### src/rtl/fir_pkg.sv
// Shared definitions for the FIR frame datapath blocks: default widths, frame
// timing and the frame sequencer state encoding.
package fir_pkg;

  localparam int FIR_DW         = 8;
  localparam int FIR_RW         = 20;
  localparam int FIR_FRAME_LEN  = 32;
  localparam int FIR_FIFO_DEPTH = 4;

  typedef enum logic [1:0] {
    ST_IDLE  = 2'd0,
    ST_START = 2'd1,
    ST_RUN   = 2'd2
  } seq_state_t;

endpackage

### src/rtl/fir_sample_fifo.sv
// First-word-fall-through sample buffer feeding the FIR frame sequencer.
// The head word is valid whenever empty is low.
module fir_sample_fifo
  import fir_pkg::*;
#(
  parameter int DW    = FIR_DW,
  parameter int DEPTH = FIR_FIFO_DEPTH
) (
  input  logic                     clk,
  input  logic                     rst,
  input  logic                     push,
  input  logic [DW-1:0]            push_data,
  input  logic                     pop,
  output logic [DW-1:0]            head,
  output logic                     full,
  output logic                     empty,
  output logic [$clog2(DEPTH):0]   count
);

  localparam int AW = $clog2(DEPTH);
  localparam logic [AW:0] FULL_CNT = (AW + 1)'(DEPTH);

  logic [DW-1:0] mem [DEPTH];
  logic [AW-1:0] wr_ptr;
  logic [AW-1:0] rd_ptr;
  logic          do_push;
  logic          do_pop;

  assign full    = (count == FULL_CNT);
  assign empty   = (count == '0);
  assign head    = mem[rd_ptr];
  assign do_push = push && !full;
  assign do_pop  = pop && !empty;

  // Pointers wrap naturally because DEPTH is a power of two.
  always_ff @(posedge clk or negedge rst) begin
    if (!rst) begin
      wr_ptr <= '0;
      rd_ptr <= '0;
      count  <= '0;
    end else begin
      if (do_push) wr_ptr <= wr_ptr + 1'b1;
      if (do_pop)  rd_ptr <= rd_ptr + 1'b1;
      case ({do_push, do_pop})
        2'b10:   count <= count + 1'b1;
        2'b01:   count <= count - 1'b1;
        default: count <= count;
      endcase
    end
  end

  always_ff @(posedge clk) begin
    if (do_push) mem[wr_ptr] <= push_data;
  end

endmodule

### src/rtl/fir_frame_sequencer.sv
// Launches one FIR frame per buffered sample and collects at most one result
// per frame, flagging frames that end without a result.
module fir_frame_sequencer
  import fir_pkg::*;
#(
  parameter int DW         = FIR_DW,
  parameter int RW         = FIR_RW,
  parameter int FRAME_LEN  = FIR_FRAME_LEN,
  parameter int FIFO_DEPTH = FIR_FIFO_DEPTH
) (
  input  logic          clk,
  input  logic          rst,
  input  logic          s_valid,
  input  logic [DW-1:0] s_data,
  output logic          s_ready,
  output logic          fir_in_st,
  output logic [DW-1:0] fir_din,
  input  logic          fir_out_st,
  input  logic [RW-1:0] fir_dout,
  output logic          m_valid,
  output logic [RW-1:0] m_data,
  input  logic          m_ready,
  output logic          err_timeout
);

  localparam int CW = $clog2(FRAME_LEN);
  localparam logic [CW-1:0] LAST_CNT = CW'(FRAME_LEN - 2);

  seq_state_t                    state;
  logic [CW-1:0]                 frame_cnt;
  logic                          res_flag;
  logic                          fifo_full;
  logic                          fifo_empty;
  logic [DW-1:0]                 fifo_head;
  logic [$clog2(FIFO_DEPTH):0]   fifo_count_unused;
  logic                          launch;
  logic                          run_last;
  logic                          res_take;

  fir_sample_fifo #(
    .DW    (DW),
    .DEPTH (FIFO_DEPTH)
  ) u_fifo (
    .clk       (clk),
    .rst       (rst),
    .push      (s_valid),
    .push_data (s_data),
    .pop       (launch),
    .head      (fifo_head),
    .full      (fifo_full),
    .empty     (fifo_empty),
    .count     (fifo_count_unused)
  );

  // A held result blocks new frames, so m_data can never be overwritten.
  assign launch    = (state == ST_IDLE) && !fifo_empty && !m_valid;
  assign run_last  = (state == ST_RUN) && (frame_cnt == LAST_CNT);
  assign res_take  = (state == ST_RUN) && fir_out_st && !res_flag;
  assign s_ready   = !fifo_full;
  assign fir_in_st = (state == ST_START);

  // frame_cnt reads 0 in START and counts cycles since the start pulse, so
  // START + RUN + IDLE spans exactly FRAME_LEN cycles between pulses.
  always_ff @(posedge clk or negedge rst) begin
    if (!rst) begin
      state       <= ST_IDLE;
      frame_cnt   <= '0;
      res_flag    <= 1'b0;
      fir_din     <= '0;
      m_valid     <= 1'b0;
      m_data      <= '0;
      err_timeout <= 1'b0;
    end else begin
      err_timeout <= 1'b0;
      case (state)
        ST_IDLE: begin
          if (launch) begin
            state     <= ST_START;
            fir_din   <= fifo_head;
            frame_cnt <= '0;
          end
        end
        ST_START: begin
          state     <= ST_RUN;
          frame_cnt <= frame_cnt + 1'b1;
          res_flag  <= 1'b0;
        end
        ST_RUN: begin
          if (run_last) begin
            state       <= ST_IDLE;
            frame_cnt   <= '0;
            err_timeout <= !(res_flag || res_take);
          end else begin
            frame_cnt <= frame_cnt + 1'b1;
          end
        end
        default: state <= ST_IDLE;
      endcase

      if (res_take) begin
        res_flag <= 1'b1;
        m_valid  <= 1'b1;
        m_data   <= fir_dout;
      end else if (m_valid && m_ready) begin
        m_valid <= 1'b0;
      end
    end
  end

endmodule

### config.mk
export PLATFORM = sky130hd
export DESIGN_NAME = fir_frame_sequencer
export DESIGN_NICKNAME = d
export VERILOG_FILES = /design/src/rtl/fir_pkg.sv /design/src/rtl/fir_sample_fifo.sv /design/src/rtl/fir_frame_sequencer.sv
export SDC_FILE = /design/constraint.sdc
export NUM_CORES = 1
export LEC_CHECK = 0
export ABC_AREA = 1
export CORE_MARGIN = 2
export CORE_UTILIZATION = 36
export CTS_BUF_LIST = sky130_fd_sc_hd__clkbuf_4
export DETAILED_ROUTE_END_ITERATION = 12
export PLACE_DENSITY = 0.69
export SLEW_MARGIN = 25
export SYNTH_ARGS = -nofsm -noshare
export SYNTH_HDL_FRONTEND = slang
export SYNTH_SLANG_ARGS = --single-unit
### constraint.sdc
create_clock -name clk -period 2.3 [get_ports clk]
set_input_delay 0.69 -clock clk [delete_from_list [all_inputs] [get_ports clk]]
set_output_delay 0.69 -clock clk [all_outputs]
set_load 0.005 [all_outputs]
==> summary.md, run 1 <==
| Metric | Value |
|---|---|
| Unique cell type count in the Yosys netlist | `24` |
| Top FF cell, synth | `dfrtp_1` |
| Crit-path slowest cell | `clkdlybuf4s50_1` |
| Worst-path clk slew | `0.14 ns` |
| Critical path, cell by cell | `nor2_2 -> nand2_1 -> clkdlybuf4s50_1` |
| Vias in the first global route | `about 2100` |
| All-Layer GR Usage | `13.0%` |
| Synth area leader | `dfrtp_1` |
| YS warnings | `0` |
| Sequential fraction of the synthesis area | `approximately two thirds` |
| Post-route cell area | `4150 sq um` |
| DPL Wire Length | `~4300 microns` |
| Sw frac | `35.2%` |
| CTS Buffer Depth | `2` |
| Crit path DAT | `around 1.5 ns` |
| Rows | `34` |
| DR DRC count | `0` |
| Final Total Pwr | `5.07 mW` |
| Starting density of the core | `between 30% and 40%` |
| Headroom to the max-slew limit | `60.7%` |
| Combinational Power Share | `42.0%` |
| Hold Vio Cnt, Final | `0` |
| Clk sink count | `77` |
| Dpl cells | `between 400 and 500` |
| Data required, critical path | `roughly 1.6 ns` |
| Ports | `65` |
| CTS tree | `done` |
| Setup ws final | `~0.12 ns` |
| GRT overflow | `0` |
| H-tree depth | `3` |
| Layout fillers | `between 800 and 900` |
| Crit path buffers/inverters | `1` |
| Setup CP Type | `reg -> out` |
| Largest net degree at the start of global routing | `22` |
| Synth top area cells | `dfrtp_1, edfxtp_1, mux2_2` |
| Crit path launch type | `flop` |
| Placed cell area | `4010 sq um` |
| Setup violators final | `0` |
| Antenna Cells | `0` |
| CP delay by family, top | `buffers and inverters` |
| DRT iter0 DRCs | `a little under 60` |
| Fin. max-slew vios | `0` |
| Max cap viols | `0` |
| Post-synthesis async set-or-reset flop share | `between 50% and 60%` |
| Peak supply drop | `508 uV` |
| Synthesized area per cell | `about 12 sq um` |
| Avg WL per Cell | `between 10 and 15 microns` |
| Status | `finished clean` |
| Seq pwr share | `a little over two fifths` |
| Setup crit end kind | `primary output` |
| RSZ-0062 raised after global routing | `no` |
| Fin crit share | `between 90% and 100%` |
| Cell with the most instances after synthesis | `nor2_1` |
| CP peak stage delay | `0.45 ns` |
| Synth Register Bits | `77` |
| Global-route wire length before repair | `approximately 10000 microns` |
| Area growth syn-to-layout | `29.9%` |
| Layout Cells excl Fill | `around 460` |
| Clk_skew | `approximately 0.023 ns` |
| Fin Hold WS | `0.165 ns` |
| Top cell type's share of synthesized area | `a little over a third` |
| CTS buffer count | `9` |
| Part of the power in the clock network | `roughly 14%` |
| Post-Route WL | `just under 6000 microns` |
| Hold WC Path Type | `in -> async` |
| Initial antenna violation count | `0` |
| Dpl ws | `-0.0673 ns` |
| Synth top cells by count | `nor2_1, dfrtp_1, edfxtp_1` |
| Post-Syn Nets | `309` |
| Post-synth EDFFs | `32` |
| CP max FO | `3` |
| Vias per cell | `4.67` |
| Share of layout cells above drive strength 1 | `around 17%` |
| Worst-margin pin slew | `0.589 ns` |
| Synthesized cell area | `3200 sq um` |
| Final ANT Viol Nets | `0` |
| P_sw | `~1.8 mW` |
| Nets | `around 390` |
| Pleak | `between 1.5 and 2 nW` |
| Worst-Skew Late Latency | `between 0.4 and 0.5 ns` |
| Int Pwr | `3.28 mW` |
| I/O Buffers | `64` |
| FMAX | `458 MHz` |
| Die area | `~9700 sq um` |
| Placeable Area | `a little under 9000 sq um` |
| Post-Synthesis Cells | `~260` |
| Die span in y | `around 100 microns` |
| Tmin final | `~2.2 ns` |
| Root buf cell | `clkbuf_4` |
| Routed via count | `between 2000 and 2500` |
| Setup TNS | `0 ns` |
| DR pass1 iterations | `4` |
| GPL Wtd Cong | `slightly above 0.8` |
| Final Util | `between 40% and 50%` |
| DIE WIDTH | `98.2 microns` |
| Pwr dens | `~1200 nW/um^2` |
-- cells by family after synthesis --
logic type / Yosys count / synth area share (%)
adder cells (fa/ha/maj): 13 / 5.32
flip-flops: 77 / 65.3
AO/OA/AOI/OAI: 35 / 6.15
AND/OR/NAND/NOR: 81 / 10.1
buffers and inverters: 30 / 4.23
XOR/XNOR: 7 / 1.92
multiplexers: 20 / 7.05
-- flip-flops by register name (all words and copies together) (netlist names) --
name and count:
u_fifo.mem 32, m_data 20, fir_din 8, frame_cnt 5
u_fifo.count 3, state 2, u_fifo.rd_ptr 2, u_fifo.wr_ptr 2
err_timeout 1, m_valid 1, res_flag 1
-- repair_timing --
item | 4_1_cts | 5_1_grt
hold buffers | 0 | 0
setup endpoints to repair | 1 | 2
resized for setup | 2 | 5
buffers inserted | 1 | 0
-- layout by cell type (no fill, tap or decap), types with 8 or more instances in the layout --
cell type / Yosys / routed
buf_4: 2 / 10
o21ai_0: 22 / 21
nor2_1: 50 / 49
mux2_2: 20 / 20
a31oi_1: 8 / 8
nand3_1: 8 / 8
nand2_1: 20 / 20
clkbuf_4: 0 / 9
inv_1: 20 / 19
ha_1: 12 / 11
dfrtp_1: 45 / 45
edfxtp_1: 32 / 32
clkdlybuf4s50_1: 0 / 62
-- cell type report --
| type | count | area [sq um] | share of cell area [%] |
|---|---|---|---|
| sequential | 77 | 2090 | 50.3 |
| multi-input combinational | 156 | 986 | 23.7 |
| timing repair buffer | 75 | 729 | 17.6 |
| tap | 108 | 135 | 3.25 |
| inverter | 23 | 88.8 | 2.14 |
| clock buffer | 9 | 67.6 | 1.63 |
| clock inverter | 7 | 57.6 | 1.39 |
-- layer usage --
metal / up-vias / wire, microns / GRT usage [%]
li1: 1043 / - / -
met1: 1003 / 2560 / 16.4
met2: 71 / 2830 / 21.3
met3: 8 / 397 / 3.87
met4: 0 / 86 / 5.06
met5: - / 0 / 0
-- final timing paths --
| kind | to | slack, ns | start | depth (start not counted) |
|---|---|---|---|---|
| worst max-delay path | s_ready | 0.12 | u_fifo.count[1] | 3 |
| worst min-delay path | fir_din[1] | 0.16 | rst | 1 |
| worst max register to register | u_fifo.count[2] | 0.21 | state[0] | 12 |
| worst min register to register | err_timeout | 0.52 | res_flag | 3 |
| max in group asynchronous | m_data[1] | 1.56 | rst | 2 |
| min in group clk | err_timeout | 0.52 | res_flag | 3 |
-- power by group through the flow --
stage	sequential, mW	combinational (mW)	clock, mW
after detailed placement	2.25	2.13	0
final	2.21	2.13	0.731
after CTS	2.21	2.15	0.762
after global routing	2.28	2.39	0.826
after floorplan	2.16	1.24	0
after global placement	2.23	2.06	0
No activity file was read; power rests on OpenSTA's default activity.
==> run 2, diff against run 1 <==
--- a/config.mk
+++ b/config.mk
@@ -6,7 +6,8 @@
 export NUM_CORES = 1
 export LEC_CHECK = 0
 export ABC_AREA = 1
-export CORE_MARGIN = 2
+export CAP_MARGIN = 30
+export CORE_MARGIN = 5
 export CORE_UTILIZATION = 36
 export CTS_BUF_LIST = sky130_fd_sc_hd__clkbuf_4
 export DETAILED_ROUTE_END_ITERATION = 12
==> run 2 against run 1 <==
  * Worst setup slack gained 0.072 ns
  * Power rose by 3.1%
  * Clock power up 18%
  * Via count shrank 1.6%
  * Maximum frequency increased by 3.4%
  * Highest routed layer unchanged
  * Cell count up 0.44%
  * Clock skew shrank 0.0024 ns
  * Largest cell class unchanged
  * Register-to-register slack worse by 0.02 ns
  * Critical path depth increased by 9
  * Non-clock buffer count is 2 higher
  * Wire length up 5.7%
  * First-iteration DRC count decreased by 14%
==> summary.md, run 2 (same netlist as run 1, synthesis figures left out) <==
| Metric | Value |
|---|---|
| Global-route wire length before repair | `about 11000 microns` |
| Commonest non-fill, non-tap cell in the layout | `clkdlybuf4s50_1` |
| Peak supply drop | `603 uV` |
| Setup crit end kind | `flop` |
| Crit-path slowest cell | `dfrtp_1` |
| CTS buffer count | `9` |
| Pleak | `1.75 nW` |
| I/O Buffers | `64` |
| Pwr dens | `approximately 1200 nW/um^2` |
| DR pass1 iterations | `4` |
| CP peak stage delay | `between 0.4 and 0.5 ns` |
| Crit path launch type | `flop` |
| Rows | `34` |
| Antenna Cells | `0` |
| Share of layout cells above drive strength 1 | `~17%` |
| DRT iter0 DRCs | `50` |
| All-Layer GR Usage | `12.3%` |
| CTS Buffer Depth | `2` |
| Worst-Skew Late Latency | `between 0.4 and 0.5 ns` |
| Die span in y | `104 microns` |
| Starting density of the core | `36.8%` |
| Critical path, cell by cell | `inv_2 -> ha_1 -> inv_1 -> nor2_2 -> nand2_2 -> inv_4 -> ha_1 -> inv_1 -> fa_1 -> a21oi_1 -> o21ai_0 -> xor2_1` |
| Fin crit share | `91.7%` |
| Hold Vio Cnt, Final | `0` |
| Largest registers | `u_fifo.mem: 32 flops, m_data: 20 flops, fir_din: 8 flops` |
| Root buf cell | `clkbuf_4` |
| Crit path buffers/inverters | `4` |
| Crit path DAT | `between 2 and 2.5 ns` |
| Hold buffers post-CTS | `0` |
| Ports | `65` |
| Data required, critical path | `between 2 and 3 ns` |
| Clk sink count | `77` |
| CP max FO | `4` |
| DR DRC count | `0` |
| Tmin final | `~2.1 ns` |
| Setup TNS | `0 ns` |
| Placed cell area | `4000 sq um` |
| Largest net degree at the start of global routing | `46` |
| Worst-path clk slew | `around 0.15 ns` |
| DPL Wire Length | `4230 microns` |
| Die area | `around 11000 sq um` |
| Worst-margin pin slew | `around 0.61 ns` |
| H-tree depth | `3` |
| Max cap viols | `0` |
| Initial antenna violation count | `0` |
| FMAX | `approximately 470 MHz` |
| Commonest non-fill, non-tap cells in the layout | `clkdlybuf4s50_1, nor2_1, dfrtp_1` |
| Avg WL per Cell | `roughly 14 microns` |
| Placeable Area | `8680 sq um` |
| Post-Route WL | `6210 microns` |
| Setup ws final | `about 0.19 ns` |
| Setup violators final | `0` |
| Final ANT Viol Nets | `0` |
| Dpl ws | `roughly 0.014 ns` |
| RSZ-0062 raised after global routing | `no` |
| Area growth syn-to-layout | `30.9%` |
| Status | `finished clean` |
| Setup CP Type | `reg -> reg` |
| Hold WC Path Type | `in -> async` |
| CP delay by family, top | `adder cells` |
| Fin. max-slew vios | `0` |
| DIE WIDTH | `104 microns` |
| CTS tree | `done` |
| GRT overflow | `0` |
| Biggest register | `u_fifo.mem` |
| Vias in the first global route | `between 2000 and 2500` |
| Clk_skew | `roughly 0.02 ns` |
| Headroom to the max-slew limit | `approximately three fifths` |
| GPL Wtd Cong | `about 0.73` |
| Vias per cell | `roughly 4.6` |
| Nets | `between 300 and 400` |
| Routed via count | `roughly 2100` |
| Post-route cell area | `around 4200 sq um` |
| Max reg flops | `32` |
run 2: path summary, 6_finish.rpt:
check                          from         endpoint  slack [ns]  depth (start not counted)
max                        state[0]  u_fifo.count[2]        0.19                         12
min reg2reg                res_flag      err_timeout        0.50                          3
min in group clk           res_flag      err_timeout        0.50                          3
min                             rst       m_data[12]        0.32                          2
max reg2reg                state[0]  u_fifo.count[2]        0.19                         12
max in group asynchronous       rst        m_data[2]        1.54                          2
run 2: final cells by class:
cell class                 count  area (sq um)
fill                         782          4490
sequential                    77          2090
multi-input combinational    156           980
timing repair buffer          77           747
tap                          108           135
inverter                      23          88.8
clock inverter                 7          78.8
clock buffer                   9          67.6
run 2: timing repair:
action                     CTS  global route
buffers inserted             1             3
resized for setup            2             3
setup endpoints to repair    1             2
run 2: power breakdown:
| part | switching [mW] | leakage (nW) | internal (mW) | total [mW] |
|---|---|---|---|---|
| clock network | 0.516 | 0.0769 | 0.346 | 0.862 |
| logic | 1.01 | 0.837 | 1.15 | 2.16 |
| registers | 0.286 | 0.835 | 1.92 | 2.20 |
run 2: layer usage:
layer  wire, microns  track usage, %
met4              80            4.72
met5               0               0
met3             329            4.16
met2            2800            18.4
met1            3000            16.6
run 2: stage by stage:
step	total power [mW]	instances	utilization (%)	hold slack, ns
detailed placement	4.39	437	46.1	0.489
finish	5.22	457	48.2	0.317
CTS	5.25	454	47.9	0.329
floorplan	3.40	263	-	0.394
global route	5.67	457	48.2	0.357
global placement	4.30	437	46.1	0.486
